===== src/rtl/regfile_led_scanner_pkg.sv =====
// Shared types and constants for the register-file LED scanner.
package regfile_led_scanner_pkg;

  localparam int DWELL_DEFAULT = 50_000_000;

  localparam int INDEX_W = 3;
  localparam int DATA_W  = 16;
  localparam int LED_W   = 10;

  localparam int LED_HEARTBEAT = 9;
  localparam int LED_PHASE     = 8;

  localparam logic [INDEX_W-1:0] LAST_INDEX = 3'd7;

  typedef enum logic [2:0] {
    IDLE    = 3'd0,
    ADDR    = 3'd1,
    CAPTURE = 3'd2,
    SHOW_HI = 3'd3,
    SHOW_LO = 3'd4,
    NEXT    = 3'd5
  } state_t;

  function automatic logic isShow(input state_t s);
    return (s == SHOW_HI) || (s == SHOW_LO);
  endfunction

endpackage


===== src/rtl/dwell_counter.sv =====
// Wrapping cycle counter that flags the last cycle of a DWELL-long interval.
// DWELL must be at least 2.
module dwell_counter
  import regfile_led_scanner_pkg::*;
#(
  parameter int DWELL = DWELL_DEFAULT
) (
  input  logic clock,
  input  logic reset,
  input  logic i_clear,
  input  logic i_run,
  input  logic i_force,
  output logic o_expire
);

  localparam int CW = $clog2(DWELL);
  localparam logic [CW-1:0] LAST = CW'(DWELL - 1);

  logic [CW-1:0] r_count;
  logic          w_atLast;

  // Expiry is the last counted cycle of the interval, or an external force.
  always_comb begin
    w_atLast = (r_count == LAST);
    o_expire = (i_run && w_atLast) || i_force;
  end

  // Count while running, wrap after the last cycle, clear has priority.
  always_ff @(posedge clock or posedge reset) begin
    if (reset) begin
      r_count <= '0;
    end else if (i_clear) begin
      r_count <= '0;
    end else if (i_run) begin
      if (w_atLast) begin
        r_count <= '0;
      end else begin
        r_count <= r_count + CW'(1);
      end
    end
  end

endmodule


===== src/rtl/regfile_led_scanner.sv =====
// Walks registers 0..7 of a register file, showing each value on ten LEDs
// as a high-byte phase followed by a low-byte phase, DWELL cycles each.
module regfile_led_scanner
  import regfile_led_scanner_pkg::*;
#(
  parameter int DWELL = DWELL_DEFAULT
) (
  input  logic               clock,
  input  logic               reset,
  input  logic               enable,
  input  logic               pause,
  input  logic               step,
  input  logic [DATA_W-1:0]  rd_data,
  output logic [INDEX_W-1:0] SA,
  output logic [INDEX_W-1:0] cur_index,
  output logic [DATA_W-1:0]  cur_value,
  output logic [LED_W-1:0]   led,
  output logic               sweep_done
);

  state_t r_state;
  state_t w_nextState;

  logic [INDEX_W-1:0] r_curIndex;
  logic [DATA_W-1:0]  r_curValue;
  logic               r_ledPhase;
  logic [7:0]         r_ledByte;
  logic               r_heartbeat;

  logic w_inShow;
  logic w_dwellClear;
  logic w_dwellRun;
  logic w_dwellForce;
  logic w_dwellExpire;
  logic w_capture;
  logic w_loadLo;
  logic w_advance;
  logic w_hbRun;
  logic w_hbExpire;

  // Phase timer: restarts on every state change, frozen while paused.
  dwell_counter #(
    .DWELL (DWELL)
  ) u_dwell (
    .clock    (clock),
    .reset    (reset),
    .i_clear  (w_dwellClear),
    .i_run    (w_dwellRun),
    .i_force  (w_dwellForce),
    .o_expire (w_dwellExpire)
  );

  // Heartbeat timer: runs only while paused so the LED blinks at the dwell rate.
  dwell_counter #(
    .DWELL (DWELL)
  ) u_heartbeat (
    .clock    (clock),
    .reset    (reset),
    .i_clear  (!w_hbRun),
    .i_run    (w_hbRun),
    .i_force  (1'b0),
    .o_expire (w_hbExpire)
  );

  // State register.
  always_ff @(posedge clock or posedge reset) begin
    if (reset) begin
      r_state <= IDLE;
    end else begin
      r_state <= w_nextState;
    end
  end

  // Next-state logic; dropping enable always parks the scan in IDLE.
  always_comb begin
    w_nextState = r_state;
    if (!enable) begin
      w_nextState = IDLE;
    end else begin
      case (r_state)
        IDLE:    w_nextState = ADDR;
        ADDR:    w_nextState = CAPTURE;
        CAPTURE: w_nextState = SHOW_HI;
        SHOW_HI: if (w_dwellExpire) w_nextState = SHOW_LO;
        SHOW_LO: if (w_dwellExpire) w_nextState = NEXT;
        NEXT:    w_nextState = ADDR;
        default: w_nextState = IDLE;
      endcase
    end
  end

  // Control decode from the current and next state.
  always_comb begin
    w_inShow     = isShow(r_state);
    w_dwellRun   = w_inShow && !pause;
    w_dwellForce = w_inShow && pause && step;
    w_dwellClear = !w_inShow || (w_nextState != r_state);
    w_capture    = (r_state == CAPTURE) && (w_nextState == SHOW_HI);
    w_loadLo     = (r_state == SHOW_HI) && (w_nextState == SHOW_LO);
    w_advance    = (r_state == NEXT) && (w_nextState == ADDR);
    w_hbRun      = enable && pause;
    sweep_done   = w_advance && (r_curIndex == LAST_INDEX);
  end

  // Index, captured value and LED byte/phase; all hold while idle.
  always_ff @(posedge clock or posedge reset) begin
    if (reset) begin
      r_curIndex <= '0;
      r_curValue <= '0;
      r_ledPhase <= 1'b0;
      r_ledByte  <= '0;
    end else begin
      if (w_advance) begin
        r_curIndex <= r_curIndex + INDEX_W'(1);
      end
      if (w_capture) begin
        r_curValue <= rd_data;
        r_ledPhase <= 1'b1;
        r_ledByte  <= rd_data[15:8];
      end else if (w_loadLo) begin
        r_ledPhase <= 1'b0;
        r_ledByte  <= r_curValue[7:0];
      end
    end
  end

  // Heartbeat toggles each dwell interval while paused, zero when running, held while idle.
  always_ff @(posedge clock or posedge reset) begin
    if (reset) begin
      r_heartbeat <= 1'b0;
    end else if (enable) begin
      if (!pause) begin
        r_heartbeat <= 1'b0;
      end else if (w_hbExpire) begin
        r_heartbeat <= !r_heartbeat;
      end
    end
  end

  // Output assembly; the read address simply follows the displayed index.
  always_comb begin
    led                = '0;
    led[LED_HEARTBEAT] = r_heartbeat;
    led[LED_PHASE]     = r_ledPhase;
    led[7:0]           = r_ledByte;
    SA                 = r_curIndex;
    cur_index          = r_curIndex;
    cur_value          = r_curValue;
  end

endmodule

===== config.mk =====
export PLATFORM = sky130hd
export DESIGN_NAME = regfile_led_scanner
export DESIGN_NICKNAME = d
export VERILOG_FILES = /design/src/rtl/regfile_led_scanner_pkg.sv /design/src/rtl/dwell_counter.sv /design/src/rtl/regfile_led_scanner.sv
export SDC_FILE = /design/constraint.sdc
export NUM_CORES = 1
export LEC_CHECK = 0
export BUFFER_PORTS_ARGS = -buffer_cell sky130_fd_sc_hd__buf_4
export CAP_MARGIN = 20
export CORE_MARGIN = 5
export CORE_UTILIZATION = 40
export DETAILED_ROUTE_END_ITERATION = 8
export PLACE_DENSITY = 0.7
export SYNTH_ARGS = -nofsm -noshare
export SYNTH_HDL_FRONTEND = slang
export SYNTH_SLANG_ARGS = --single-unit

===== constraint.sdc =====
create_clock -name clock -period 3.9 [get_ports clock]
set_input_delay 0.195 -clock clock [delete_from_list [all_inputs] [get_ports clock]]
set_output_delay 0.195 -clock clock [all_outputs]
set_load 0.02 [all_outputs]

# Word level (Yosys, flattened, before mapping)
# Index checks and enable logic that the tools add are counted.
# Widths: inputs -> output; s select.
# word_totals
ff_bits	84
input_bits	21
# classes
n_addsub	3
eq_ne	13
n_mux	15
n_reduce_logical	21
# op_table
operator	n
$mux 26	5
$add 26x1->26 const B	2
$eq 26x26->1 const B	2
$mux 8	2
$pmux 3 s5	1
$eq 3x3->1 const B	4
$logic_and 1x1->1	10
$eq 3x2->1 const B	3
$mux 3	3
$eq 3x1->1 const B	2
$mux 1	4
$reduce_bool 2->1	2
$add 3x1->3 const B	1
$logic_not 1->1	3
$logic_not 3->1	1
$logic_or 1x1->1	3
$ne 3x3->1	1
$ne 2x1->1 const B	1
$reduce_and 2->1	1
$reduce_or 2->1	1

# Depth between registers and ports, before layout
# depth
depth_word	12
mapped_depth	8
ltp_nobuf	6

# Modules after synthesis
# From an unflattened synthesis, not the netlist that was laid out.
# unflattened
hier_cells	458
area_unflattened_um2	4689.5
# modules_own_cells
mod	n_inst	cells_each	area_each_um2	seq_area_each_um2
dwell_counter (u_heartbeat)	1	173	1624.1	650.6
dwell_counter (u_dwell)	1	172	1562.7	650.6
regfile_led_scanner	1	113	1502.7	800.8

# Worst setup path after synthesis
# Ideal clock, no wire load.
# synth_timing
path_type	reg-to-reg
from	register u_dwell.r_count[8]
to	register u_dwell.r_count[18]
setup_time_ns	0.121
t_arrival_ns	1.973
setup_slack_ns	1.806
path_stages_with_launch	7
n_path_buf	1
synth_period_minus_slack_ns	2.094
path_cell_list	dfrtp_1 -> or4_1 -> nor4_4 -> a22oi_2 -> nand2_2 -> buf_2 -> nor2_1
# synth_via
elab_chain_len	9
# synth_rtl
item	line	text
start: declaration	dwell_counter.sv:19	logic [CW-1:0] r_count;
start signal: assignment	dwell_counter.sv:38	r_count <= r_count + CW'(1);
$eq 26x26->1	dwell_counter.sv:24	w_atLast = (r_count == LAST);
$logic_and 1x1->1	dwell_counter.sv:25	o_expire = (i_run && w_atLast) || i_force;
$logic_or 1x1->1	dwell_counter.sv:25	
$mux 3 (on tied branches)	regfile_led_scanner.sv:85, regfile_led_scanner.sv:84	
$pmux 3 s5	regfile_led_scanner.sv:80	case (r_state)
$mux 3	regfile_led_scanner.sv:77	if (!enable) begin
$ne 3x3->1	regfile_led_scanner.sv:97	w_dwellClear = !w_inShow || (w_nextState != r_state);
$logic_or 1x1->1	regfile_led_scanner.sv:97	
$mux 26 / $reduce_bool 2->1 (equally long branches)	n/a	
# Several ways; a longest one is shown, not always the timed one. The select of a mux whose other input is x is not followed.
# A chain may end at the register's enable or synchronous reset.

# Worst setup path in the final report
# layout_timing
from	register r_state[0]
to	register u_dwell.r_count[7]
# layout_via
elab_chain_len	11
# layout_rtl
item	line	text
start: declaration	regfile_led_scanner.sv:21	state_t r_state;
start signal: assignment	regfile_led_scanner.sv:70	r_state <= w_nextState;
$eq 3x2->1 / $eq 3x3->1 (equally long branches)	regfile_led_scanner_pkg.sv:25, regfile_led_scanner.sv:80	
$logic_or 1x1->1	regfile_led_scanner_pkg.sv:25	return (s == SHOW_HI) || (s == SHOW_LO);
$logic_and 1x1->1 (on tied branches)	regfile_led_scanner.sv:95, regfile_led_scanner.sv:96	
$logic_and 1x1->1 (on tied branches)	dwell_counter.sv:25, regfile_led_scanner.sv:96	
$logic_or 1x1->1	dwell_counter.sv:25	
$mux 3 (on tied branches)	regfile_led_scanner.sv:85, regfile_led_scanner.sv:84	
$pmux 3 s5	regfile_led_scanner.sv:80	
$mux 3	regfile_led_scanner.sv:77	
$ne 3x3->1	regfile_led_scanner.sv:97	
$logic_or 1x1->1	regfile_led_scanner.sv:97	
$mux 26 / $reduce_bool 2->1 (equally long branches)	n/a	
# Several ways; a longest one is shown, not always the timed one.

==> metrics.md <==
| Metric | Value |
|---|---|
| Leakage | 2.116 nW |
| Drt total wl | 9451 um |
| ANT cells | 0 |
| Yosys reg bits | 84 |
| Worst Setup Path Type | reg2reg |
| Placer Congestion | 0.8884 |
| DRT antenna net count | 0 |
| Residual DRC | 0 |
| Async set-reset flop share out of synthesis | 100.0% |
| Die W | 112.9 um |
| FILL cells | 965 |
| Clock share of power | 31.8% |
| Synth Instances | 450 |
| Proportion of layout cells with a drive suffix above 1 | 17.37% |
| Die ar. | 12,740 um2 |
| Clock Latency Late Sink | 0.36 ns |
| Slew Limit Fails | 0 |
| Crit path depth | 5 |
| Fin. Hold Viols | 0 |
| Design Area, Final | 4980 um2 |
| Dpl hpwl | 6652 um |
| IO Port Bufs | 53 |
| Global route total overflow | 0 |
| Crit-path leading delay family | simple AND/OR/NAND/NOR gates |
| Buffers & Inverters on Critical Path | 0 |
| Synthesized area per cell | 9.403 um2 |
| Post-layout min period | 2.612 ns |
| CTS tree | built |
| Post-synth EDFFs | 0 |
| Most common cell after layout, fill and taps aside | dfrtp_1 |
| Top post-synthesis cells by area | dfrtp_1 50%, nand2_1 6.7%, xor2_1 5.8% |
| Worst Path Max Fanout | 25 |
| Total CTS buffers | 9 |
| Share of the synthesized area in the top cell type | 49.67% |
| Seq pwr share | 46.0% |
| Clk pin slew, worst setup/hold paths | 0.10 ns |
| First-pass GRT wire length | 16,380 um |
| Clock root cell | clkbuf_8 |
| Highest-delay cell along the critical path | dfrtp_1 |
| Clk_skew | 0.01538 ns |
| Std cell rows | 37 |
| Ys flop type | dfrtp_1 |
| Worst path most repeated cell | a21oi_1 |
| Hold Crit Depth | 3 |
| All-Layer GR Usage | 15.44% |
| Yosys top cell by area | dfrtp_1 |
| Switching pwr | 708.3 uW |
| Setup_tns | 0 ns |
| Final period util | 66.98% |
| PwrDens | 467.8 nW/um2 |
| CP endpoint kind | flip-flop |
| Clock Sinks | 84 |
| Crit-path cells | or3b_1 > a21oi_1 > nand2_1 > or4b_1 > a21oi_1 |
| WP data required | 4.16 ns |
| Final setup vio count | 0 |
| Max frequency | 382.8 MHz |
| RSZ-0062 raised after global routing | no |
| DR WL/cell | 14.84 um |
| 1st-pass router iterations | 5 |
| Initial Utilization | 40.99% |
| MaxCap Viol Count | 0 |
| Initial DRC Count | 310 |
| FF-to-FF path depth | 5 |
| Worst slew margin | 36.95% |
| Least-Margin Pin Slew | 0.9423 ns |
| Worst path max stage delay | 0.60 ns |
| Outcome | finished clean |
| Synth unique cells | 46 |
| Power Internal | 1.621 mW |
| VDD IR max | 0.0002943 V |
| Ports | 54 |
| Layout area overhead | 17.68% |
| Vias in the first global route | 3,385 |
| Most frequent cells in the layout | 84 x dfrtp_1, 75 x nand2_1, 54 x buf_4 |
| Die Ht | 112.9 um |
| Sw Ratio | 30.40% |
| Sequential-to-total area share from yosys stat | 49.67% |
| Mapped Area | 4232 um2 |
| H-tree lvl count | 3 |
| CP Launch Type | flip-flop |
| Detailed-route via count | 3,438 |
| Combinational share of power | 22.1% |
| Final net count | 522 |
| Min-delay worst type | in2reg |
| Largest net degree at the start of global routing | 61 |
| Critical Path AT | 2.87 ns |
| Initial antenna violation count | 0 |
| Via density per instance | 5.397 |
| Longest Clk Path Bufs | 2 |
| Total core area | 10,320 um2 |
| Setup bufs post-CTS | 0 |
| Placed Area | 4696 um2 |
| Post-Syn Nets | 475 |
| Synthesis warning total | 0 |
[layout make-up]
type / count / area, um2 / area share, %
inverters: 8 / 31.28 / 0.6281
clock buffers: 9 / 123.9 / 2.487
clock inverters: 6 / 112.6 / 2.261
well taps: 136 / 170.2 / 3.417
multi-input cells: 335 / 1982 / 39.80
repair buffers: 59 / 457.9 / 9.196
flip-flops and latches: 84 / 2102 / 42.21
[synthesized netlist by cell type (all sizes together) (4+ instances only)]
cell type,number
o21ai,7
xor2,28
or3,4
nand2,76
nand4,21
nor3b,9
dfrtp,84
clkbuf,10
xnor2,9
nor3,12
nand3,24
buf,13
a21oi,14
ha,4
inv,8
or2,4
o22ai,8
nor4b,8
nor4,8
nand4b,5
nor2,52
and3,7
[power groups by stage]
| stage | clock, mW | combinational [mW] | sequential, mW |
|---|---|---|---|
| 3_5_place_dp | 0 | 0.518 | 1.09 |
| 2_1_floorplan | 0 | 0.184 | 1.18 |
| 5_1_grt | 0.792 | 0.562 | 1.09 |
| 6_report | 0.741 | 0.516 | 1.07 |
| 3_3_place_gp | 0 | 0.510 | 1.08 |
| 4_1_cts | 0.755 | 0.518 | 1.07 |
[kinds of logic after synthesis]
logic type	count (synthesis)	synth area share (%)
compound gates	46	7.363
flops	84	49.67
buf+inv	31	3.489
simple gates	244	29.60
xor+xnor	37	7.658
mux	4	1.035
fa+ha+maj	4	1.183
[routing by layer]
metal	global-route usage [%]	vias to the layer above	share of wire, %
met5	0	-	0
met4	4.647	0	1.9
met3	3.529	20	4.0
met2	24.33	86	48
met1	21.31	1655	46
li1	-	1677	-
[through the flow]
stage               hold slack, ns  instances  power [mW]  worst slack (ns)  utilization [%]
floorplan                   0.3004        450       1.366             1.540                -
global placement            0.3865        617       1.594             1.456            45.44
detailed placement          0.3917        618       1.607             1.352            45.49
CTS                        0.01757        633       2.346             1.320            47.78
global route               0.01332        637       2.446             1.124            48.24
finish                     0.02054        637       2.330             1.288            48.24
[flip-flops by register name, summed over array words and instances (netlist names)]
| signal | count |
|---|---|
| r_ledPhase | 1 |
| r_state | 3 |
| u_heartbeat.r_count | 26 |
| cur_value | 16 |
| r_ledByte | 8 |
| SA | 3 |
| r_heartbeat | 1 |
| u_dwell.r_count | 26 |
[what timing repair did]
action | 4_1_cts | 5_1_grt
hold buffers | 0 | 1
gates resized for setup | 0 | 0
endpoints found under the hold margin | 0 | 7
[worst paths after layout]
check,start,slack (ns),endpoint
max,r_state[0],1.29,u_dwell.r_count[7]
min,rd_data[3],0.02,cur_value[3]
max reg2reg,r_state[0],1.29,u_dwell.r_count[7]
min reg2reg,cur_value[11],0.49,cur_value[11]
max in group asynchronous,reset,3.02,cur_value[12]
min in group asynchronous,reset,0.30,cur_value[6]
[worst min-delay path, stage by stage]
cell,delay [ns]
buf_4,0.07
nand2_1,0.04
nand2_1,0.04
(Power assumes the default switching activity.)
